$ cat config.mk
export PLATFORM = sky130hd
export DESIGN_NAME = lif_neuron_array
export DESIGN_NICKNAME = d
export VERILOG_FILES = /design/src/rtl/lif_neuron_array.sv
export SDC_FILE = /design/constraint.sdc
export NUM_CORES = 1
export LEC_CHECK = 0
export ABC_AREA = 1
export CORE_ASPECT_RATIO = 0.75
export CORE_MARGIN = 2
export CORE_UTILIZATION = 48
export CTS_CLUSTER_DIAMETER = 120
export DETAILED_ROUTE_END_ITERATION = 8
export PLACE_DENSITY = 0.72
export SLEW_MARGIN = 25
export SYNTH_ARGS = -nofsm -noshare
export SYNTH_HDL_FRONTEND = slang
export SYNTH_SLANG_ARGS = --single-unit
$ cat constraint.sdc
create_clock -name clk -period 5 [get_ports clk]
set_input_delay 1 -clock clk [delete_from_list [all_inputs] [get_ports clk]]
set_output_delay 1 -clock clk [all_outputs]
set_load 0.01 [all_outputs]
$ cat src/rtl/lif_neuron_array.sv
// Array of leaky integrate-and-fire neurons sharing one synaptic event port.
// Per channel, each cycle: refractory hold, else fire, else integrate event
// then leak. Arithmetic saturates at all-ones and floors at zero.
module lif_neuron_array #(
    parameter int unsigned WIDTH    = 8,
    parameter int unsigned CHANNELS = 4,
    parameter int unsigned REFRAC   = 3,
    parameter int unsigned COUNT_W  = 16,
    parameter int unsigned CH_W     = (CHANNELS > 1) ? $clog2(CHANNELS) : 1
) (
    input  logic                        clk,
    input  logic                        rst,
    input  logic                        in_valid,
    input  logic [CH_W-1:0]             in_ch,
    input  logic [WIDTH-1:0]            in_weight,
    input  logic                        in_inhib,
    input  logic                        leak_tick,
    input  logic [WIDTH-1:0]            leak_amt,
    input  logic [WIDTH-1:0]            thresh,
    input  logic [WIDTH-1:0]            v_reset,
    output logic [CHANNELS-1:0]         spike,
    output logic [CHANNELS*WIDTH-1:0]   membrane,
    output logic [CHANNELS-1:0]         refrac_busy,
    output logic [COUNT_W-1:0]          spike_count
);

    localparam int unsigned RC_W = (REFRAC > 0) ? $clog2(REFRAC + 1) : 1;
    localparam logic [RC_W-1:0] RC_LOAD = RC_W'(REFRAC);

    logic [WIDTH-1:0]    mem_q [CHANNELS];
    logic [WIDTH-1:0]    mem_d [CHANNELS];
    logic [RC_W-1:0]     rc_q  [CHANNELS];
    logic [RC_W-1:0]     rc_d  [CHANNELS];
    logic [CHANNELS-1:0] spike_q, spike_d;
    logic [COUNT_W-1:0]  count_q, count_d;

    logic                ch_ok;
    logic                hit;
    logic [WIDTH:0]      sum;
    logic [WIDTH-1:0]    t;
    logic [COUNT_W:0]    pop;
    logic [COUNT_W:0]    csum;

    // Per-channel next state: refractory > fire > integrate (event, then leak)
    always_comb begin
        ch_ok   = (32'(in_ch) < CHANNELS);
        hit     = 1'b0;
        sum     = '0;
        t       = '0;
        spike_d = '0;
        for (int unsigned c = 0; c < CHANNELS; c++) begin
            mem_d[c] = mem_q[c];
            rc_d[c]  = rc_q[c];
            if (rc_q[c] != '0) begin
                rc_d[c]  = rc_q[c] - RC_W'(1);
                mem_d[c] = v_reset;
            end else if (mem_q[c] > thresh) begin
                rc_d[c]    = RC_LOAD;
                mem_d[c]   = v_reset;
                spike_d[c] = 1'b1;
            end else begin
                t   = mem_q[c];
                hit = in_valid && ch_ok && (32'(in_ch) == c);
                if (hit) begin
                    if (in_inhib) begin
                        t = (t > in_weight) ? (t - in_weight) : '0;
                    end else begin
                        sum = {1'b0, t} + {1'b0, in_weight};
                        t   = sum[WIDTH] ? '1 : sum[WIDTH-1:0];
                    end
                end
                if (leak_tick) begin
                    t = (t > leak_amt) ? (t - leak_amt) : '0;
                end
                mem_d[c] = t;
            end
        end
    end

    // Saturating total of spikes issued next cycle
    always_comb begin
        pop = '0;
        for (int unsigned c = 0; c < CHANNELS; c++) begin
            pop = pop + {{COUNT_W{1'b0}}, spike_d[c]};
        end
        csum    = {1'b0, count_q} + pop;
        count_d = csum[COUNT_W] ? '1 : csum[COUNT_W-1:0];
    end

    // State registers with synchronous reset overriding all inputs
    always_ff @(posedge clk) begin
        if (rst) begin
            for (int unsigned c = 0; c < CHANNELS; c++) begin
                mem_q[c] <= '0;
                rc_q[c]  <= '0;
            end
            spike_q <= '0;
            count_q <= '0;
        end else begin
            for (int unsigned c = 0; c < CHANNELS; c++) begin
                mem_q[c] <= mem_d[c];
                rc_q[c]  <= rc_d[c];
            end
            spike_q <= spike_d;
            count_q <= count_d;
        end
    end

    // Flatten registered state onto the output buses
    always_comb begin
        membrane    = '0;
        refrac_busy = '0;
        for (int unsigned c = 0; c < CHANNELS; c++) begin
            membrane[c*WIDTH +: WIDTH] = mem_q[c];
            refrac_busy[c]             = (rc_q[c] != '0);
        end
    end

    assign spike       = spike_q;
    assign spike_count = count_q;

endmodule

==> flow_metrics.py <==
metrics = {
    "outcome": {
        "status": "complete, no violations",
    },
    "critical_path": {
        "rr_worst_depth": 22,
        "endpoint_kind": "flip-flop",
        "worst-setup-path-type": "input pin to flip-flop",
        "slowest_stage": "sky130_fd_sc_hd__fa_1",
        "timing.critical_path.slowest_cell_delay_ns": 0.51,
        "setup.worst_path.start_class": "input pin",
        "rr_endpoint": "spike_count[14]",
        "worst_r2r_startpoint": "mem_q[2][1]",
        "worst_path_most_repeated_cell": "sky130_fd_sc_hd__inv_1",
        "ff2ff_setup_slack_ns": 0.96,
        "timing.critical_path.cells": "clkdlybuf4s50_1 > inv_1 > ha_1 > a21oi_1 > o21ai_0 > nand2_1 > o211ai_1 > nand2_1 > nor2_1 > fa_1 > inv_1 > fa_1 > inv_1 > fa_1 > nand2_1 > nor2_2 > nand3_2 > nor2_2 > nand3_2 > nor2_4 > nand3_1 > and2_0 > o21ai_0 > inv_1",
        "worstPathRequired_ns": 5.22,
        "worstPathArrival_ns": 4.91,
        "cp_max_fo": 4,
    },
    "min_path": {
        "min_from": "rc_q[0][2]",
        "hold_depth": 2,
        "kind_of_path_behind_the_tightest_hold_check": "flip-flop to flip-flop",
        "worst_hold_path_ep": "rc_q[0][2]",
    },
    "timing": {
        "timing.max_slew.rel_slack_pct": 34.4,
        "worst_margin_slew_ns": 0.978,
        "min_period_ns": 4.69,
        "final_hold_viol_count": 0,
        "clock_skew_ns": 0.00660,
        "final_setup_violation_count": 0,
        "finalCritPeriodShare_pct": 93.7,
        "max_clock_freq_mhz": 213,
        "timing.final.max_slew_violations": 0,
        "grt_setup_unrepaired": "false",
        "fin_tns_setup_ns": 0,
    },
    "detailed_routing": {
        "first_pass_iters": 5,
        "top_layer": "met4",
        "detail-route-antenna-nets": 0,
        "routed_via_density": 5.55,
        "totalWireLength_mm": 29.9,
        "route.detailed.wl_per_inst_microns": 17.2,
        "num_vias": 9666,
        "initialDrtViolationCount": 873,
        "met2WireLength_mm": 12.7,
        "detail_route.wirelength.met1_mm": 13.8,
        "dr_wl_met3_mm": 2.71,
        "remaining_drc_errors": 0,
    },
    "clock_network": {
        "clk_latency_ns": 0.34,
        "numClockSinks": 60,
        "max-clock-path-buffers": 2,
        "cts_inserted_buffers": 9,
        "root_buffer": "sky130_fd_sc_hd__clkbuf_16",
        "setup_bufs_post_cts": 0,
        "path_clk_slew_ns": 0.06,
        "cts_htree_levels": 3,
        "clock_tree_from_tritoncts": "done",
    },
    "floorplanning": {
        "rows": 42,
        "die-area_sq_mm": 0.0192,
        "core_area_sq_mm": 0.0177,
        "die_height_microns": 120,
        "io_pins": 95,
        "die_w_microns": 159,
        "initial_standard_cell_utilization_of_the_core_pct": 49.2,
    },
    "synthesis": {
        "netlist-cell-type-count": 48,
        "synth-seq-area-share_pct": 13.8,
        "netlist_top_cells_area": "sky130_fd_sc_hd__ha_1 19%, sky130_fd_sc_hd__nand2_1 14%, sky130_fd_sc_hd__dfxtp_1 14%",
        "synth.net_count": 1559,
        "synth_commonest_cells": "330 x sky130_fd_sc_hd__nand2_1, 202 x sky130_fd_sc_hd__inv_1, 133 x sky130_fd_sc_hd__ha_1, 130 x sky130_fd_sc_hd__a21oi_1, 110 x sky130_fd_sc_hd__nand3_1",
        "synth_largest_type_area_fraction_pct": 19.2,
        "synth_enable_flop_cells": 0,
        "synth_top_cell_by_area": "sky130_fd_sc_hd__ha_1",
        "syn_avg_cell_area_sq_um": 6.33,
        "synthCells": 1372,
        "asyncSetResetFlopFracSynth_pct": 0,
        "synth.cell_area_sq_mm": 0.00868,
        "synth_seq_cells": 60,
        "ys_warn_count": 0,
        "yosys_most_used_dff": "sky130_fd_sc_hd__dfxtp_1",
        "most_used_standard_cell_by_instance_count_after_synthesis": "sky130_fd_sc_hd__nand2_1",
    },
    "place": {
        "place_area_sq_mm": 0.0101,
        "routabilityCongestion": 0.991,
        "port-buffer-count": 94,
        "hpwlAfterDp_mm": 24.2,
    },
    "grt": {
        "grt_max_degree": 39,
        "wire_length_of_the_first_global_routing_pass_mm": 46.5,
        "antenna_violations_before_repair": 0,
        "grt_pass1_vias": 8747,
        "globalRoute.totalOverflow": 0,
        "grt.total_usage_pct": 31.0,
    },
    "finish": {
        "syn2layout_area_growth_pct": 20.1,
        "layout_cell_share_with_drive_strength_beyond_1_pct": 7.87,
        "n_antenna_cell": 0,
        "finish.net_count": 1682,
        "stdcell_area_sq_mm": 0.0104,
    },
    "flow_run": {
        "cap_viol_max_count": 0,
    },
    "power": {
        "p_leak_uw": 0.00540,
        "irDropWorstVdd_mv": 0.322,
        "p_per_area_mw_per_mm2": 564,
    },
}
report_power, final:
| part | internal [uW] | total (uW) | switching (uW) |
|---|---|---|---|
| Combinational | 1710 | 4270 | 2560 |
| Sequential | 649 | 973 | 323 |
| Clock | 411 | 641 | 230 |
worst max-delay path: cells and delay by family:
| kind | cells | cell delay (ns) |
|---|---|---|
| buffers and inverters | 5 | 0.75 |
| adder cells (fa/ha/maj) | 4 | 1.39 |
| AND/OR/NAND/NOR | 11 | 1.24 |
| AO/OA/AOI/OAI | 4 | 0.51 |
placed cells by master, fill, tap and decap left out, types with 5 or more instances in the layout:
cell                              synthesis  routed
sky130_fd_sc_hd__ha_1                   133     133
sky130_fd_sc_hd__nand2_2                  7       7
sky130_fd_sc_hd__xor2_1                  27      27
sky130_fd_sc_hd__clkdlybuf4s50_1          0      94
sky130_fd_sc_hd__o211ai_1                 9       9
sky130_fd_sc_hd__nand2_1                330     330
sky130_fd_sc_hd__nand3_2                  5       5
sky130_fd_sc_hd__nand4_1                 21      21
sky130_fd_sc_hd__nor2_1                  95      95
sky130_fd_sc_hd__fa_1                    15      15
sky130_fd_sc_hd__a21boi_0                 6       6
sky130_fd_sc_hd__clkbuf_16                0       9
sky130_fd_sc_hd__inv_2                    7       7
sky130_fd_sc_hd__a21oi_1                130     130
sky130_fd_sc_hd__o21bai_1                11      11
sky130_fd_sc_hd__nor3_1                  17      17
sky130_fd_sc_hd__nand3_1                110     110
sky130_fd_sc_hd__inv_1                  202     201
sky130_fd_sc_hd__buf_4                   10      49
sky130_fd_sc_hd__o21ai_0                 83      83
sky130_fd_sc_hd__dfxtp_1                 60      60
sky130_fd_sc_hd__or2_2                   14      14
sky130_fd_sc_hd__xnor2_1                 12      12
per-stage QoR:
step | hold slack, ns | total power [uW] | utilization (%) | std cells | setup slack (ns)
detailed placement | 0.490 | 5140 | 57.3 | 1726 | 0.0556
floorplan | 0.467 | 3760 | - | 1372 | 0.860
global route | 0.556 | 6440 | 59.1 | 1742 | 0.000678
finish | 0.505 | 5880 | 59.1 | 1742 | 0.313
CTS | 0.507 | 5800 | 59.0 | 1742 | 0.310
global placement | 0.486 | 5090 | 57.3 | 1726 | 0.0845
logic make-up after synthesis:
kind of cell	share of synthesized area, %
DFF	13.8
adders and majority gates	22.6
buffers and inverters	11.3
AOI/OAI and AO/OA	17.1
and+or+nand+nor	31.2
xor gates and xnor gates	3.93
worst max path at each step:
| stage | from | to | slack [ns] |
|---|---|---|---|
| 2_1_floorplan | thresh[1] | spike_count[14] | 0.86 |
| 3_3_place_gp | thresh[1] | spike_count[14] | 0.08 |
| 3_5_place_dp | thresh[1] | spike_count[14] | 0.06 |
| 4_1_cts | thresh[1] | spike_count[14] | 0.31 |
| 5_1_grt | thresh[1] | spike_count[14] | 0.0007 |
| 6_report | thresh[1] | spike_count[14] | 0.31 |
metal layers:
| metal | track usage (%) | up-vias |
|---|---|---|
| met2 | 48.3 | 390 |
| met4 | 7.67 | 0 |
| met5 | 0 | - |
| li1 | - | 4746 |
| met1 | 43.3 | 4465 |
| met3 | 7.07 | 65 |
flip-flops by register name (all words and copies together), names as in the netlist:
name and count:
mem_q 32, rc_q 8, spike 4, spike_count 16
layout make-up:
type,instances,area [sq um]
fillers,1766,7230
repair buffers,143,1310
clock buffers,12,256
multi-input cells,1070,6500
clock inverters,4,47.5
well taps,242,303
inverters,211,807
flip-flops and latches,60,1200
repair_timing:
item,in CTS,in global routing
endpoints found under the setup margin,0,1
hold buffers,0,0
resized for setup,0,1
(Power assumes the default switching activity.)
